File: src/rtl/pmem_arbiter.sv
// pmem_arbiter
//   Arbitrates the single cacheline-adapter (CLA) port among the icache,
//   the LSQ/data cache and the next-line prefetcher. One request is in flight
//   at a time and a grant is never preempted.
//
//   Optional feature macro: PMEM_ARB_PREF_BUF_EN
//     defined   -> one-line prefetch buffer; LSQ reads that hit it are
//                  answered from the buffer (HIT state) without the adapter.
//     undefined -> prefetch read data is discarded, only the resp pulses.
//
//   Ports
//     clk, rst                      clock, asynchronous active-low reset
//     icache_pmem_*_cla             icache line read request / completion
//     lsq_pmem_*_cla                LSQ line read/write request / completion
//     pref_pmem_*_cla               prefetch read request / completion
//     arbiter_idle                  high while in IDLE
//     cla_read/write/address/wdata  request towards the adapter
//     cla_resp, cla_rdata_256       completion from the adapter
//
//   state | meaning
//   IDLE  | no transaction, grant selection
//   BUSY  | latched request driven to the adapter, waiting for cla_resp
//   DONE  | dead cycle so the served master can drop its request
//   HIT   | LSQ read served from the prefetch buffer (buffer build only)

module pmem_arbiter #(
  parameter int OFFSET_BITS = 5
) (
  input  logic         clk,
  input  logic         rst,
  input  logic         icache_pmem_read_cla,
  input  logic [31:0]  icache_pmem_address_cla,
  output logic         icache_pmem_resp_cla,
  output logic [255:0] icache_pmem_rdata_256_cla,
  input  logic         lsq_pmem_read_cla,
  input  logic         lsq_pmem_write_cla,
  input  logic [31:0]  lsq_pmem_address_cla,
  input  logic [255:0] lsq_pmem_wdata_256_cla,
  output logic         lsq_pmem_resp_cla,
  output logic [255:0] lsq_pmem_rdata_256_cla,
  input  logic         pref_pmem_read_cla,
  input  logic         pref_pmem_write_cla,
  input  logic [31:0]  pref_pmem_address_cla,
  output logic         pref_pmem_resp_cla,
  output logic         arbiter_idle,
  output logic         cla_read,
  output logic         cla_write,
  output logic [31:0]  cla_address,
  output logic [255:0] cla_wdata_256,
  input  logic         cla_resp,
  input  logic [255:0] cla_rdata_256
);

  localparam int TAG_W = 32 - OFFSET_BITS;

`ifdef PMEM_ARB_PREF_BUF_EN
  typedef enum logic [1:0] {IDLE = 2'd0, BUSY = 2'd1, DONE = 2'd2, HIT = 2'd3} state_t;
`else
  typedef enum logic [1:0] {IDLE = 2'd0, BUSY = 2'd1, DONE = 2'd2} state_t;
`endif

  typedef enum logic [1:0] {OWN_NONE = 2'd0, OWN_I = 2'd1, OWN_D = 2'd2, OWN_P = 2'd3} owner_t;

  state_t             state_q, state_d;
  owner_t             owner_q;
  logic               write_q;
  logic [TAG_W-1:0]   addr_q;
  logic [255:0]       wdata_q;
  // 1: icache was the last demand grant, so LSQ wins the next tie
  logic               last_demand;

  logic               lsq_req;
  logic               pick_lsq, pick_icache, pick_pref, grant_en;
  logic               lsq_hit;
  logic               busy, owner_done;
  logic [TAG_W-1:0]   grant_tag;

  assign lsq_req     = lsq_pmem_read_cla | lsq_pmem_write_cla;
  assign pick_lsq    = lsq_req && (!icache_pmem_read_cla || last_demand);
  assign pick_icache = icache_pmem_read_cla && !pick_lsq;
  assign pick_pref   = pref_pmem_read_cla && !icache_pmem_read_cla && !lsq_req;
  assign grant_en    = (state_q == IDLE) && (pick_lsq || pick_icache || pick_pref);

  always_comb begin
    grant_tag = '0;
    if (pick_lsq)         grant_tag = lsq_pmem_address_cla[31:OFFSET_BITS];
    else if (pick_icache) grant_tag = icache_pmem_address_cla[31:OFFSET_BITS];
    else if (pick_pref)   grant_tag = pref_pmem_address_cla[31:OFFSET_BITS];
  end

`ifdef PMEM_ARB_PREF_BUF_EN
  logic             buf_valid;
  logic [TAG_W-1:0] buf_tag;
  logic [255:0]     buf_data;
  logic             lsq_tag_match;

  assign lsq_tag_match = buf_valid && (lsq_pmem_address_cla[31:OFFSET_BITS] == buf_tag);
  assign lsq_hit       = pick_lsq && !lsq_pmem_write_cla && lsq_tag_match;

  always_ff @(posedge clk or negedge rst) begin
    if (!rst) begin
      buf_valid <= 1'b0;
      buf_tag   <= '0;
      buf_data  <= '0;
    end else if (busy && owner_q == OWN_P && cla_resp) begin
      buf_valid <= 1'b1;
      buf_tag   <= addr_q;
      buf_data  <= cla_rdata_256;
    end else if (grant_en && pick_lsq && lsq_pmem_write_cla && lsq_tag_match) begin
      buf_valid <= 1'b0;
    end
  end
`else
  assign lsq_hit = 1'b0;
`endif

  always_comb begin
    state_d = state_q;
    case (state_q)
      IDLE: begin
        if (grant_en) state_d = lsq_hit ? state_t'(2'd3) : BUSY;
      end
      BUSY: if (cla_resp) state_d = DONE;
      DONE: state_d = IDLE;
      default: state_d = DONE;  // HIT answers in one cycle
    endcase
  end

  always_ff @(posedge clk or negedge rst) begin
    if (!rst) begin
      state_q     <= IDLE;
      owner_q     <= OWN_NONE;
      write_q     <= 1'b0;
      addr_q      <= '0;
      wdata_q     <= '0;
      last_demand <= 1'b1;
    end else begin
      state_q <= state_d;
      if (grant_en) begin
        owner_q <= pick_lsq ? OWN_D : (pick_icache ? OWN_I : OWN_P);
        write_q <= pick_lsq && lsq_pmem_write_cla;
        addr_q  <= grant_tag;
        wdata_q <= pick_lsq ? lsq_pmem_wdata_256_cla : '0;
        if (pick_lsq)    last_demand <= 1'b0;
        if (pick_icache) last_demand <= 1'b1;
      end
    end
  end

  assign busy       = (state_q == BUSY);
  assign owner_done = busy && cla_resp;

  assign arbiter_idle  = (state_q == IDLE);
  assign cla_read      = busy && !write_q;
  assign cla_write     = busy && write_q;
  assign cla_address   = busy ? {addr_q, {OFFSET_BITS{1'b0}}} : 32'h0;
  assign cla_wdata_256 = busy ? wdata_q : '0;

  assign icache_pmem_resp_cla      = owner_done && owner_q == OWN_I;
  assign icache_pmem_rdata_256_cla = icache_pmem_resp_cla ? cla_rdata_256 : '0;
  assign pref_pmem_resp_cla        = owner_done && owner_q == OWN_P;

`ifdef PMEM_ARB_PREF_BUF_EN
  assign lsq_pmem_resp_cla      = (owner_done && owner_q == OWN_D) || (state_q == HIT);
  assign lsq_pmem_rdata_256_cla = (state_q == HIT) ? buf_data :
                                  ((owner_done && owner_q == OWN_D && !write_q) ? cla_rdata_256 : '0);
`else
  assign lsq_pmem_resp_cla      = owner_done && owner_q == OWN_D;
  assign lsq_pmem_rdata_256_cla = (lsq_pmem_resp_cla && !write_q) ? cla_rdata_256 : '0;
`endif

  // line-offset bits and the prefetch write request carry no information here
  logic unused_bits;
  assign unused_bits = ^{pref_pmem_write_cla,
                         icache_pmem_address_cla[OFFSET_BITS-1:0],
                         lsq_pmem_address_cla[OFFSET_BITS-1:0],
                         pref_pmem_address_cla[OFFSET_BITS-1:0]};

endmodule

File: config.mk
export PLATFORM = sky130hd
export DESIGN_NAME = pmem_arbiter
export DESIGN_NICKNAME = d
export VERILOG_FILES = /design/src/rtl/pmem_arbiter.sv
export SDC_FILE = /design/constraint.sdc
export NUM_CORES = 1
export LEC_CHECK = 0
export ABC_AREA = 1
export BUFFER_PORTS_ARGS = -buffer_cell sky130_fd_sc_hd__buf_2
export CAP_MARGIN = 20
export CORE_AREA = 2 2 558 560
export CTS_CLUSTER_SIZE = 28
export DETAILED_ROUTE_END_ITERATION = 10
export DIE_AREA = 0 0 560 562
export PLACE_DENSITY = 0.3
export SLEW_MARGIN = 20
export SYNTH_ARGS = -nofsm -noshare
export SYNTH_HDL_FRONTEND = slang
export SYNTH_SLANG_ARGS = --single-unit
File: constraint.sdc
create_clock -name clk -period 2.2 [get_ports clk]
set_clock_uncertainty 0.1 [all_clocks]
set_input_delay 0.11 -clock clk [delete_from_list [all_inputs] [get_ports clk]]
set_output_delay 0.11 -clock clk [all_outputs]
set_load 0.005 [all_outputs]
### Yosys cells after proc, flatten, opt, wreduce, memory -nomap -nowiden

Index checks and enable logic that the tools add are counted.

| storage, ports and cells | value |
|---|---|
| register bits | 289 |
| input bits | 616 |
| word-level logic and storage cells | 53 |

| cells by class | value |
|---|---|
| equality and inequality tests | 7 |
| muxes and demuxes | 15 |
| bitwise logic cells | 1 |
| reductions and logical operators | 24 |

Operators with widths:

| operator | number |
|---|---|
| 2-to-1 mux 256 bit | 4 |
| 2-to-1 mux 27 bit | 3 |
| 2-to-1 mux 32 bit | 1 |
| logical AND 1 bit | 13 |
| 2-to-1 mux 2 bit | 4 |
| == test 2 bit (second input constant) | 3 |
| case mux 2 bit (3 select lines) | 1 |
| == test 2 x 1 -> 1 bit (second input constant) | 2 |
| logical NOT 1 bit | 4 |
| AND reduction 2 bit | 2 |
| logical OR 1 bit | 3 |
| logical NOT 2 bit | 1 |
| 2-to-1 mux 1 bit | 2 |
| inequality test 2 x 1 -> 1 bit (second input constant) | 1 |
| inequality test 2 bit (second input constant) | 1 |
| nonzero test 2 bit | 1 |
| bitwise OR 1 bit | 1 |

### Logic depth before layout (Yosys ltp)

| logic depth | value |
|---|---|
| depth in word-level cells | 10 |
| mapped depth | 8 |

### Least setup slack after synthesis

OpenSTA, ideal clock, no wires.

| timing | value |
|---|---|
| kind | flip-flop to flip-flop |
| start | register last_demand |
| end | register wdata_q[231] |
| arrival time | 1.348 ns |
| required time | 2.023 ns |
| path slack | 0.675 ns |
| stages on the path, launching flop included | 9 |
| cells stage by stage | dfstp_2 > inv_1 > nand2_1 > nand2_2 > inv_2 > buf_2 > buf_2 > nand2_1 > o21ai_1 |

| between the ends | value |
|---|---|
| longest elaborated chain between the ends | 7 |

Ends and longest elaborated chain:

| item | RTL line | RTL |
|---|---|---|
| start, declared | 70 | `logic last_demand;` |
| start signal, assigned | 136 | `last_demand <= 1'b1;` |
| start signal, assigned | 144 | `if (pick_lsq) last_demand <= 1'b0;` |
| start signal, assigned | 145 | `if (pick_icache) last_demand <= 1'b1;` |
| logical OR 1 bit (*) | 79 | `assign pick_lsq = lsq_req && (!icache_pmem_read_cla \|\| last_demand);` |
| logical AND 1 bit (*) | 79 |  |
| logical NOT 1 bit | 80 | `assign pick_icache = icache_pmem_read_cla && !pick_lsq;` |
| logical AND 1 bit | 80 |  |
| logical OR 1 bit (2 in series) | 82 | `assign grant_en = (state_q == IDLE) && (pick_lsq \|\| pick_icache \|\| pick_pref);` |
| logical AND 1 bit | 82 |  |
| end signal, assigned | 143 | `wdata_q <= pick_lsq ? lsq_pmem_wdata_256_cla : '0;` |
| end, declared | 68 | `logic [255:0] wdata_q;` |

Every way passes the cells marked *; elsewhere a longest branch is shown, timed or not.
A chain may end at the register's enable or synchronous reset.

### Final worst setup path

| timing | value |
|---|---|
| start | register state_q[1] |
| end | output lsq_pmem_rdata_256_cla[252] |

| between the ends | value |
|---|---|
| longest elaborated chain between the ends | 5 |

Ends and longest elaborated chain:

| item | RTL line | RTL |
|---|---|---|
| start, declared | 64 | `state_t state_q, state_d;` |
| start signal, assigned | 138 | `state_q <= state_d;` |
| == test 2 x 1 -> 1 bit | 150 | `assign busy = (state_q == BUSY);` |
| logical AND 1 bit | 151 | `assign owner_done = busy && cla_resp;` |
| logical AND 1 bit | 168 | `assign lsq_pmem_resp_cla = owner_done && owner_q == OWN_D;` |
| logical AND 1 bit | 169 | `assign lsq_pmem_rdata_256_cla = (lsq_pmem_resp_cla && !write_q) ? cla_rdata_256 : '0;` |
| 2-to-1 mux 256 bit | 169 |  |
| end, declared | 40 | `output logic [255:0] lsq_pmem_rdata_256_cla,` |

Every way passes these cells.

==> results_dict.tcl <==
set metrics [dict create \
    layout_setup_ws_ns -0.397 \
    r2r_end "addr_q[0]$_DFFE_PN0P_" \
    antenna_found_initial 236 \
    final_cell_mix "buf_2 (1298), nor2_1 (688), inv_1 (565), nand2_1 (562), dlygate4sd3_1 (354)" \
    wl_per_cell_um 24.5 \
    synth_area_leaders "dfrtp_1 (41%), nor2_1 (18%), inv_1 (12%)" \
    antenna_left 0 \
    grt_pass1_wl_um 271000 \
    outcome "finished with violations" \
    die-area_mm2 0.315 \
    dp.cells 8247 \
    crit_slowest_cell "dfrtp_1" \
    cp.required_ns 1.99 \
    p_int_mw 18.3 \
    p_per_area_mw_per_mm2 909 \
    clkPwrFrac 0.212 \
    routed_via_density 2.93 \
    fin_crit_sh 1.18 \
    drive_gt1_frac 0.380 \
    clkSinkCount 289 \
    rsz0062_at_grt "true" \
    crit_buf_inv 6 \
    rr_worst_depth 8 \
    syn_area_mm2 0.0175 \
    cts-root-buf "clkbuf_16" \
    switching_power_mw 15.8 \
    avgSynthCellArea_um2 6.18 \
    grt_pass1_vias 25612 \
    numCtsBuffers 41 \
    worstPathCellList "inv_2 -> nand2_4 -> nor2_4 -> nand4_1 -> buf_6 -> buf_16 -> buf_16 -> buf_4 -> nor2_4 -> buf_2" \
    sw_frac_of_total 0.463 \
    slowest_delay_ns 0.39 \
    pwr-share-seq 0.271 \
    fmax_mhz 385 \
    p_leak_nw 19.3 \
    fill_cells 36307 \
    final_hold_viol_count 0 \
    worst_pin_slew_ns 0.691 \
    post_dp_cell_area_mm2 0.0305 \
    vias 25773 \
    synthCells 2832 \
    die_x_um 560 \
    layout_commonest_cell "buf_2" \
    portBuffers 1400 \
    die_y_um 562 \
    seqCellArea_mm2 0.00723 \
    cts_tree "yes" \
    r2r-start "last_demand$_DFFE_PN1P_" \
    fin_cells 8793 \
    synth-seq-cells 289 \
    ff2ff_setup_slack_ns 0.04 \
    multiInputGateArea_mm2 0.00794 \
    yosysWarnings 0 \
    peakVddDrop_uv 522 \
    dp_hpwl_um 187000 \
    first_pass_iters 7 \
    synth_edf_count 0 \
    cpLargestDelayFamily "buffers and inverters" \
    io_pins 1422 \
    final_area_mm2 0.0375 \
    critical_path_class "flip-flop to output port" \
    synth.distinct_cells 23 \
    cp.arrival_ns 2.39 \
    finalCriticalPeriod_ns 2.60 \
    synth.largest_area_cell "dfrtp_1" \
    drt-initial-drc-count 1598 \
    syn2layout_area_growth_pct 114 \
    layout.nets 5179 \
    grt_max_degree 109 \
    path_max_fanout 12 \
    hold_ws_ns 0.118 \
    insertion_delay_ns 0.66 \
    cts.clk_slew.worst_paths_ns 0.06 \
    setup.worst_path.end_class "output port" \
    async_flop_share 1.00 \
    slew_headroom 0.539 \
    setup_viol 736 \
    slew_viol_final 0 \
    htree_levels 2 \
    overflow 0 \
    rows 204 \
    fin_util 0.122 \
    grt_use_total 0.131 \
    violations "negative setup slack" \
    gp_congestion 0.935 \
    hold_path_class "primary input to async pin" \
    startpoint_type "flip-flop" \
    synth_seq_area_share 0.413 \
    initial_core_util 0.0568 \
    max-cap-violations 0 \
    cts_buffer_depth 3 \
    pwr-share-comb 0.517 \
    synth_ff_type "dfrtp_1" \
    core-area_mm2 0.308 \
    synth_top_cell_area_share 0.412 \
    drc 0 \
    drt_wl_total_um 216000 \
]
-- state kept, by name (all words and copies together), names as in the netlist --
register,flops
owner_q,2
addr_q,27
write_q,1
last_demand,1
state_q,2
wdata_q,256
-- area by class of cell --
type | count | area share
Timing Repair Buffer | 1882 | 0.359
Multi-Input combinational cell | 1780 | 0.212
Sequential cell | 289 | 0.193
Tap cell | 4120 | 0.137
Inverter | 569 | 0.0571
Clock buffer | 61 | 0.0320
Antenna cell | 79 | 0.00527
Clock inverter | 13 | 0.00520
-- metal layers --
metal | part of all wire | track usage
met1 | 0.40 | 0.154
met4 | 0.032 | 0.0347
met5 | 0.0050 | 0
met3 | 0.10 | 0.0555
met2 | 0.46 | 0.217
-- power by group through the flow --
stage	clock (mW)	combinational, mW	sequential, mW
2_1_floorplan	0	7.75	8.82
3_3_place_gp	0	16.3	9.29
3_5_place_dp	0	16.2	9.29
4_1_cts	7.60	18.0	9.23
5_1_grt	7.73	19.5	9.55
6_report	7.24	17.6	9.23
-- worst max-delay path by stage --
| stage | slack (ns) | cells after the start | to | start |
|---|---|---|---|---|
| floorplan | 0.68 | 8 | wdata_q[231]$_DFFE_PN0P_ | last_demand$_DFFE_PN1P_ |
| global placement | -0.32 | 8 | lsq_pmem_rdata_256_cla[251] | state_q[1]$_DFFE_PN0P_ |
| detailed placement | -0.30 | 8 | lsq_pmem_rdata_256_cla[251] | state_q[1]$_DFFE_PN0P_ |
| CTS | -0.49 | 9 | lsq_pmem_rdata_256_cla[251] | state_q[1]$_DFFE_PN0P_ |
| global route | -0.54 | 9 | lsq_pmem_rdata_256_cla[251] | state_q[1]$_DFFE_PN0P_ |
| finish | -0.40 | 10 | lsq_pmem_rdata_256_cla[252] | state_q[1]$_DFFE_PN0P_ |
-- synthesized netlist by cell type (2+ instances only) --
cell / number
o21ai_0: 170
o21ai_1: 106
nand3_1: 78
buf_4: 24
nor2_1: 833
inv_2: 3
buf_2: 91
inv_1: 566
clkbuf_2: 6
nand2_1: 564
nor3_1: 2
clkbuf_1: 73
buf_1: 3
dfrtp_1: 288
nand4_1: 17
-- worst register-to-register path: stages (launching register included) --
cell,delay [ns]
dfstp_2,0.53
inv_1,0.04
nand2_1,0.08
nand2_2,0.08
buf_12,0.15
o21ai_0,0.15
dlygate4sd3_1,0.57
nand2_1,0.24
nand3_1,0.16
-- logic make-up after synthesis --
family | share of synthesized area
compound gates | 0.0797
buf+inv | 0.177
flops | 0.413
other cells | 0.000214
simple gates | 0.330
-- stage by stage --
stage          TNS (ns)  total power, mW  setup WS [ns]
3_3_place_gp      -2.20             25.6         -0.319
4_1_cts         -243.22             34.8         -0.491
2_1_floorplan         0             16.6          0.675
5_1_grt         -269.11             36.8         -0.542
6_report        -159.16             34.1         -0.397
3_5_place_dp     -0.876             25.5         -0.304
-- repair_timing --
| action | in CTS | in global routing |
|---|---|---|
| setup endpoints to repair | 801 | 811 |
| pin swaps | 2 | 3 |
| buffers inserted | 11 | 9 |
| hold endpoints to repair | 576 | 0 |
| cloned | 12 | 8 |
| hold buffers | 355 | 0 |
| gates resized for setup | 195 | 151 |
Note: power is estimated with default switching activity, not from simulation.
